## src/rtl/fetch_stage.sv

```systemverilog
// -----------------------------------------------------------------------------
// fetch_stage
//
// Instruction fetch stage plus the IF/ID pipeline register. Word fetches go out
// to instruction memory, which may hold off with wait states (imem_ack low).
// A one-entry skid buffer absorbs a word that returns while decode is stalled.
// A taken branch from execute redirects the fetch PC.
//
// Ports:
//   clk              system clock, rising edge
//   rst_n            asynchronous active-low reset
//   imem_req         fetch request (at most one outstanding)
//   imem_addr        word-aligned fetch address
//   imem_ack         memory returns imem_rdata this cycle (ignored unless imem_req)
//   imem_rdata       fetched instruction word
//   stall_d          hazard unit: hold IF/ID contents
//   flush_d          hazard unit: kill the IF/ID entry
//   branch_taken_e   execute-stage redirect
//   branch_target_e  redirect target (bits [1:0] forced to zero)
//   instr_d          decode-stage instruction
//   pc_plus8_d       address of instr_d + 8
//   valid_d          instr_d is a real instruction
// -----------------------------------------------------------------------------
module fetch_stage #(
  parameter logic [31:0] RESET_PC = 32'h0000_0000
) (
  input  logic        clk,
  input  logic        rst_n,
  output logic        imem_req,
  output logic [31:0] imem_addr,
  input  logic        imem_ack,
  input  logic [31:0] imem_rdata,
  input  logic        stall_d,
  input  logic        flush_d,
  input  logic        branch_taken_e,
  input  logic [31:0] branch_target_e,
  output logic [31:0] instr_d,
  output logic [31:0] pc_plus8_d,
  output logic        valid_d
);

  typedef enum logic [1:0] {
    S_IDLE     = 2'd0,
    S_FETCH    = 2'd1,
    S_BUFFERED = 2'd2
  } state_t;

  state_t      r_state;
  logic [31:0] r_fetch_pc;
  logic        r_imem_req;

  // Skid buffer: holds one word that arrived while decode was stalled.
  logic        r_skid_valid;
  logic [31:0] r_skid_instr;
  logic [31:0] r_skid_pc;

  // IF/ID pipeline register.
  logic [31:0] r_instr_d;
  logic [31:0] r_pc_plus8_d;
  logic        r_valid_d;

  logic        w_redirect;
  logic        w_accept;
  logic        w_load_mem;
  logic        w_load_skid;
  logic [31:0] w_target;
  logic [31:0] w_pc_plus4;
  logic [31:0] w_pc_plus8;
  logic [31:0] w_skid_pc_plus8;
  logic        w_unused_target_lsbs;

  // A redirect is ignored in IDLE; everywhere else it beats any other event,
  // including a coincident ack, whose data is simply dropped.
  assign w_redirect  = branch_taken_e && (r_state != S_IDLE);

  // Fetched word is consumed this cycle (either into IF/ID or into the skid).
  assign w_accept    = (r_state == S_FETCH) && imem_ack && !w_redirect;
  assign w_load_mem  = w_accept && !stall_d;
  assign w_load_skid = (r_state == S_BUFFERED) && !stall_d && !w_redirect;

  assign w_target        = {branch_target_e[31:2], 2'b00};
  assign w_pc_plus4      = r_fetch_pc + 32'd4;
  assign w_pc_plus8      = r_fetch_pc + 32'd8;
  assign w_skid_pc_plus8 = r_skid_pc + 32'd8;

  // Target low bits are architecturally ignored.
  assign w_unused_target_lsbs = &branch_target_e[1:0];

  always_ff @(posedge clk or negedge rst_n) begin
    if (!rst_n) begin
      r_state      <= S_IDLE;
      r_fetch_pc   <= RESET_PC;
      r_imem_req   <= 1'b0;
      r_skid_valid <= 1'b0;
      r_skid_instr <= 32'd0;
      r_skid_pc    <= 32'd0;
      r_instr_d    <= 32'd0;
      r_pc_plus8_d <= 32'd0;
      r_valid_d    <= 1'b0;
    end else begin
      // ---------------- fetch control ----------------
      case (r_state)
        S_IDLE: begin
          r_state    <= S_FETCH;
          r_imem_req <= 1'b1;
        end

        S_FETCH: begin
          if (w_redirect) begin
            r_fetch_pc   <= w_target;
            r_skid_valid <= 1'b0;
            r_imem_req   <= 1'b1;
          end else if (w_accept) begin
            r_fetch_pc <= w_pc_plus4;
            if (stall_d) begin
              // Decode cannot take the word: park it and stop requesting
              // until the skid drains.
              r_skid_valid <= 1'b1;
              r_skid_instr <= imem_rdata;
              r_skid_pc    <= r_fetch_pc;
              r_state      <= S_BUFFERED;
              r_imem_req   <= 1'b0;
            end
          end
        end

        S_BUFFERED: begin
          if (w_redirect) begin
            r_fetch_pc   <= w_target;
            r_skid_valid <= 1'b0;
            r_state      <= S_FETCH;
            r_imem_req   <= 1'b1;
          end else if (!stall_d) begin
            // fetch_pc already points past the parked word.
            r_skid_valid <= 1'b0;
            r_state      <= S_FETCH;
            r_imem_req   <= 1'b1;
          end
        end

        default: begin
          r_state    <= S_IDLE;
          r_imem_req <= 1'b0;
        end
      endcase

      // ---------------- IF/ID register ----------------
      // A new entry wins over a flush: the flush kills the old contents,
      // and the incoming word replaces them.
      if (w_load_mem) begin
        r_instr_d    <= imem_rdata;
        r_pc_plus8_d <= w_pc_plus8;
        r_valid_d    <= 1'b1;
      end else if (w_load_skid) begin
        r_instr_d    <= r_skid_instr;
        r_pc_plus8_d <= w_skid_pc_plus8;
        r_valid_d    <= 1'b1;
      end else if (flush_d) begin
        r_instr_d    <= 32'd0;
        r_pc_plus8_d <= 32'd0;
        r_valid_d    <= 1'b0;
      end
    end
  end

  assign imem_req   = r_imem_req;
  assign imem_addr  = r_fetch_pc;
  assign instr_d    = r_instr_d;
  assign pc_plus8_d = r_pc_plus8_d;
  assign valid_d    = r_valid_d;

endmodule

```

## config.mk

```make
export PLATFORM = sky130hd
export DESIGN_NAME = fetch_stage
export DESIGN_NICKNAME = d
export VERILOG_FILES = /design/src/rtl/fetch_stage.sv
export SDC_FILE = /design/constraint.sdc
export NUM_CORES = 1
export LEC_CHECK = 0
export ABC_AREA = 1
export CORE_UTILIZATION = 45
export CTS_BUF_LIST = sky130_fd_sc_hd__clkbuf_16
export CTS_CLUSTER_DIAMETER = 120
export DETAILED_ROUTE_END_ITERATION = 7
export PLACE_DENSITY = 0.69
export SLEW_MARGIN = 20
export SYNTH_ARGS = -nofsm -noshare
export SYNTH_HDL_FRONTEND = slang
export SYNTH_SLANG_ARGS = --single-unit
```

## constraint.sdc

```tcl
create_clock -name clk -period 2.3 [get_ports clk]
set_input_delay 0.23 -clock clk [delete_from_list [all_inputs] [get_ports clk]]
set_output_delay 0.23 -clock clk [all_outputs]
set_load 0.01 [all_outputs]
```

==> flow_metrics.tcl, run 1 <==
set metrics [dict create \
    dr.pass1.iters 6 \
    htreeDepth 4 \
    cts_resized 0 \
    cts_made_buffers 17 \
    crit_path_cell_trace "inv_1 > ha_1 > nor2_2 > nor2_4 > nand2_4 > nand2_4 > inv_4 > buf_4 > nand2_1 > o211ai_1" \
    final_cells 1665 \
    grt_overflow_total 0 \
    slowest_stage "dfrtp_1" \
    n_antenna_cell 0 \
    pre_cts_slack_ps 155 \
    rrSetupSlack_ps 200 \
    antenna_left 0 \
    worstPathRequired_ps 2650 \
    max_stage_delay_ps 410 \
    syn_area_um2 8870 \
    fmax_mhz 475 \
    die_w_um 142 \
    crit_top_cell "nand2_4" \
    drc 0 \
    timing.final.crit_period_ps 2100 \
    finalClockSkew_ps 11.6 \
    status "complete, no violations" \
    worstPathMaxFanout 19 \
    gp_congestion 0.939 \
    routed-via-count 8713 \
    pin_count 168 \
    rows 50 \
    place_area_um2 10800 \
    ir_worst_vdd_mv 1.01 \
    syn-instance-count 1228 \
    synth.area.top_cells "dfrtp_1 45%, nand2_1 17%, nand3_1 6.7%" \
    n_fill_cell 1796 \
    hold_viol_final 0 \
    final-setup-viol-count 0 \
    drv_cap 0 \
    grt_pass1_wl_um 43200 \
    die_h_um 142 \
    synth.most_common_cell "nand2_1" \
    maxSlewViolCount 0 \
    drive_above_1_share_pct 7.19 \
    ys_ff_latch 158 \
    cp.arrival_ps 2450 \
    routedWlPerCell_um 16.2 \
    ys_types 36 \
    design_area_um2 11400 \
    syn_to_final_growth_pct 28.7 \
    yosysTopAreaCell "dfrtp_1" \
    yosysSeqAreaShare_pct 44.6 \
    drtIter0Drc 647 \
    yosysWarningCount 0 \
    path_clk_slew_ps 70 \
    clockBufferDepth 2 \
    start_kind "register" \
    tns_ps 0 \
    power.density_nw_per_um2 1200 \
    rsz0062_at_grt "no" \
    clk_latency_ps 440 \
    post-synth-top-area-fraction_pct 44.6 \
    vias_per_cell 5.23 \
    hold_path.class "in -> async" \
    clock-sinks 158 \
    final_min_period_over_clock_period_pct 91.4 \
    synthFlopType "dfrtp_1" \
    crit_buf_inv 3 \
    dp_hpwl_um 20500 \
    setup_ws_ps 197 \
    die-area_um2 20300 \
    place_inst 1632 \
    track_usage_pct 27.9 \
    layout.nets 1469 \
    port_buffers 161 \
    wirelength_um 27000 \
    grt_pass1_vias 8042 \
    start_util_pct 46.6 \
    cts_root_buf "clkbuf_16" \
    synth-edff-count 0 \
    cts_tree "yes" \
    power.static_leakage_uw 0.00526 \
    crit_type "reg -> reg" \
    grt_max_degree 65 \
    synth-async-reset-ratio_pct 100 \
    critical_path.top_delay_family "simple AND/OR/NAND/NOR gates" \
    coreArea_um2 19000 \
    synth_commonest_cells "411 x nand2_1, 158 x dfrtp_1, 129 x nor2_1" \
    worst_setup_path_end_kind "register" \
    antenna_found_initial 0 \
    syn_avg_cell_area_um2 7.22 \
]
==> report_power, final <==
group / internal [uW] / switching (uW)
registers: 3860 / 1240
clock network: 1530 / 1290
logic: 2480 / 3340
==> final cells by class <==
cell class              count  area (um2)  area share [%]
clock buffers              17         425            3.73
repair buffers            189        1910            16.8
clock inverters            15         159            1.39
flip-flops and latches    158        3950            34.6
multi-input cells         902        4170            36.5
well taps                 260         325            2.85
inverters                 124         468            4.10
==> worst register-to-register path, cell delays in order, from the launching register on <==
cell      delay [ps]
dfrtp_1          410
inv_1             80
ha_1             250
nor2_2           180
nor2_4            70
nand2_4          220
nand2_4          170
inv_4            180
buf_4            260
nand2_1           90
o211ai_1         100
==> stage by stage <==
stage | hold WS [ps] | power, uW | util (%)
final | 279 | 13700 | 60.0
after CTS | 295 | 13700 | 60.0
after global routing | 310 | 14700 | 60.0
after floorplan | -65.6 | 8210 | -
after global placement | 180 | 10700 | 56.9
after detailed placement | 180 | 10900 | 56.9
==> sequential cells by signal, summed over array words and instances, names as in the netlist <==
name          count
valid_d           1
r_skid_pc        30
r_skid_instr     32
instr_d          32
pc_plus8_d       30
imem_req          1
imem_addr        30
r_state           2
==> layout by cell type (no fill, tap or decap), types with 2 or more instances in the layout <==
master           count
nand2_2              6
nand3_1            119
nand2_1            411
inv_2                7
o22ai_1              4
and2_1               2
or2_2                2
buf_4               20
nor2_2              17
a21oi_1             21
dfrtp_1            158
nand4_1              8
a22oi_1              3
buf_12               7
o21ai_1              5
inv_8                4
o211ai_1            38
o21ai_0             97
xnor2_1              2
clkdlybuf4s50_1    160
nor2_4               4
xor2_1              10
clkinvlp_4           2
inv_1              117
nor2_1             129
clkbuf_16           17
o221ai_1             3
nand2_4              3
conb_1               4
clkinv_4             4
ha_1                 7
==> final timing paths <==
path,from,end,cells past startpoint
setup / recovery,r_state[0],instr_d[6],10
hold / removal,rst_n,instr_d[16],2
setup reg to reg,r_state[0],instr_d[6],10
hold reg to reg,r_skid_instr[5],r_skid_instr[5],2
max in group asynchronous,rst_n,r_skid_instr[1],3
min in group clk,imem_rdata[14],r_skid_instr[14],3
==> layer usage <==
layer,wire [um],GRT usage (%),vias to the layer above
met4,622,9.62,0
li1,-,-,4279
met2,11800,42.1,336
met1,12800,40.9,4053
met3,1780,3.94,45
met5,0,0,-
==> kinds of logic after synthesis <==
group | Yosys count | share of synthesized area, %
other | 1 | 0.0423
muxes | 1 | 0.127
DFF | 158 | 44.6
buffers and inverters | 171 | 8.59
AOI/OAI and AO/OA | 175 | 11.3
and+or+nand+nor | 703 | 33.2
xor gates and xnor gates | 12 | 1.19
adders and majority gates | 7 | 0.988
==> what timing repair did <==
item	CTS	global route
hold buffers	1	0
setup buffers	0	0
hold endpoints to repair	39	0
Note: power is estimated with default switching activity, not from simulation.
==> run 2: changes to the inputs <==
--- a/config.mk
+++ b/config.mk
@@ -6,9 +6,11 @@
 export NUM_CORES = 1
 export LEC_CHECK = 0
 export ABC_AREA = 1
+export ABC_CLOCK_PERIOD_IN_PS = 2300
 export CORE_UTILIZATION = 45
 export CTS_BUF_LIST = sky130_fd_sc_hd__clkbuf_16
 export CTS_CLUSTER_DIAMETER = 120
+export CTS_CLUSTER_SIZE = 16
 export DETAILED_ROUTE_END_ITERATION = 7
 export PLACE_DENSITY = 0.69
 export SLEW_MARGIN = 20
==> results of run 2 <==
No change in the layout: final DEF, timing and power equal those of run 1.
==> run 3: changes to the inputs <==
--- a/config.mk
+++ b/config.mk
@@ -6,7 +6,7 @@
 export NUM_CORES = 1
 export LEC_CHECK = 0
 export ABC_AREA = 1
-export ABC_CLOCK_PERIOD_IN_PS = 2300
+export ABC_CLOCK_PERIOD_IN_PS = 2700
 export CORE_UTILIZATION = 45
 export CTS_BUF_LIST = sky130_fd_sc_hd__clkbuf_16
 export CTS_CLUSTER_DIAMETER = 120
==> constraint.sdc (replaced) <==
create_clock -name clk -period 2.7 [get_ports clk]
set_input_delay 0.27 -clock clk [delete_from_list [all_inputs] [get_ports clk]]
set_output_delay 0.27 -clock clk [all_outputs]
set_load 0.01 [all_outputs]
==> run 3 against run 2 <==
Effect of this change:
- global-route usage rose by 0.41 points
- sequential share of layout area rose by 0.14 points
- core utilization fell by 0.24 points
- clock skew rose by 4.8 ps
- critical endpoint is now pc_plus8_d[10]
- largest cell class unchanged
==> flow_metrics.tcl, run 3 (synthesis results as in run 1) <==
set metrics [dict create \
    fmax_mhz 458 \
    relSlewSlack_pct 53.3 \
    grt_pass1_wl_um 43700 \
    start_util_pct 46.6 \
    crit_buf_inv 3 \
    cts_made_buffers 17 \
    power.static_leakage_uw 0.00522 \
    drv_cap 0 \
    die_h_um 142 \
    rr_worst_depth 10 \
    rsz0062_at_grt "no" \
    clock-sinks 158 \
    ir_worst_vdd_mv 0.879 \
    rows 50 \
    power.density_nw_per_um2 1040 \
    tns_ps 0 \
    status "complete, no violations" \
    crit_type "reg -> reg" \
    drtIter0Drc 724 \
    clk_latency_ps 440 \
    grt_overflow_total 0 \
    cts_tree "yes" \
    coreArea_um2 19000 \
    fin_hold_ws_ps 403 \
    crit_top_cell "nand2_4" \
    cp.arrival_ps 2530 \
    crit_path_cell_trace "inv_1 > ha_1 > nor2_2 > nor2_4 > nand2_4 > nand2_4 > inv_4 > buf_12 > nand2_1 > o211ai_1" \
    die_w_um 142 \
    crit_cells 10 \
    timing.final.crit_period_ps 2180 \
    dr.pass1.iters 5 \
    die-area_um2 20300 \
    maxSlewViolCount 0 \
    antenna_left 0 \
    p_total_uw 11800 \
    max_stage_delay_ps 410 \
    final_common_cell "nand2_1" \
    htreeDepth 4 \
    finalClockSkew_ps 16.3 \
    port_buffers 161 \
    n_antenna_cell 0 \
    path_clk_slew_ps 70 \
    gp_congestion 0.902 \
    grt_pass1_vias 8024 \
    syn_to_final_growth_pct 28.2 \
    final_min_period_over_clock_period_pct 80.9 \
    final-setup-viol-count 0 \
    vias_per_cell 5.19 \
    worst_setup_path_end_kind "register" \
    drive_above_1_share_pct 6.66 \
    startpoint "r_state[0]" \
    worstPathRequired_ps 3050 \
    cts_root_buf "clkbuf_16" \
    clockBufferDepth 2 \
    routedWlPerCell_um 16.5 \
    grt_max_degree 70 \
    drc 0 \
    cts_resized 0 \
    worst-slew-pin-transition_ps 700 \
    r2r-start "r_state[0]" \
    worstPathMaxFanout 33 \
    layout_common_cells "411 x nand2_1, 160 x clkdlybuf4s50_1, 158 x dfrtp_1" \
    pin_count 168 \
    routed-via-count 8592 \
    wirelength_um 27300 \
    slowest_stage "dfrtp_1" \
    dp_hpwl_um 20500 \
    hold_path.class "in -> async" \
    layout.nets 1461 \
    antenna_found_initial 0 \
    start_kind "register" \
    hold_viol_final 0 \
    critical_path.top_delay_family "simple AND/OR/NAND/NOR gates" \
    track_usage_pct 28.3 \
]
==> run 3: cell count changes in the layout (fill, tap and decap cells not counted), sizes merged <==
cell	before	now
buf	28	20
bufinv	1	3
inv	130	131
clkinv	6	2
==> run 3: worst register-to-register path: cells and delay by family (launching register included) <==
kind                       cells  cell delay [ps]
buffers and inverters          3              570
adders and majority gates      1              240
DFF                            1              410
and+or+nand+nor                5              710
AOI/OAI and AO/OA              1              150
==> run 3: worst paths after layout <==
path | endpoint | slack, ps
min in group clk | imem_addr[3] | 420
worst max register to register | pc_plus8_d[10] | 520
worst min register to register | r_skid_instr[14] | 490
worst max-delay path | pc_plus8_d[10] | 520
worst min-delay path | r_skid_instr[14] | 400
max in group asynchronous | imem_addr[24] | 1450
==> run 3: layout make-up <==
type                       count  area (um2)
sequential                   158        3950
timing repair buffer         181        1830
tap                          260         325
fill                        1817        7650
inverter                     124         468
multi-input combinational    902        4170
clock buffer                  17         425
clock inverter                14         199
==> run 3: power breakdown <==
group	internal (uW)	switching, uW
clock	1490	1080
combinational	2030	2820
sequential	3290	1070
total	6810	4970
==> run 3: metrics by stage <==
| step | cell area [um2] | utilization, % | cells | worst slack, ps |
|---|---|---|---|---|
| final | 11400 | 59.8 | 1656 | 516 |
| after global routing | 11400 | 59.8 | 1656 | 342 |
| after CTS | 11400 | 59.8 | 1656 | 530 |
| after detailed placement | 10700 | 56.4 | 1624 | 446 |
| after global placement | 10700 | 56.4 | 1624 | 494 |
| after floorplan | 8880 | - | 1231 | 1060 |
==> run 3: metal layers <==
metal	global-route usage, %	part of all wire (%)	vias up
li1	-	-	4253
met1	42.8	49	3999
met2	41.3	42	301
met3	4.34	6.2	39
met4	8.77	2.0	0
met5	0	0	-
==> run 3: repair_timing <==
action                    CTS  global route
setup buffers               0             0
hold buffers                1             0
hold endpoints to repair   64             0
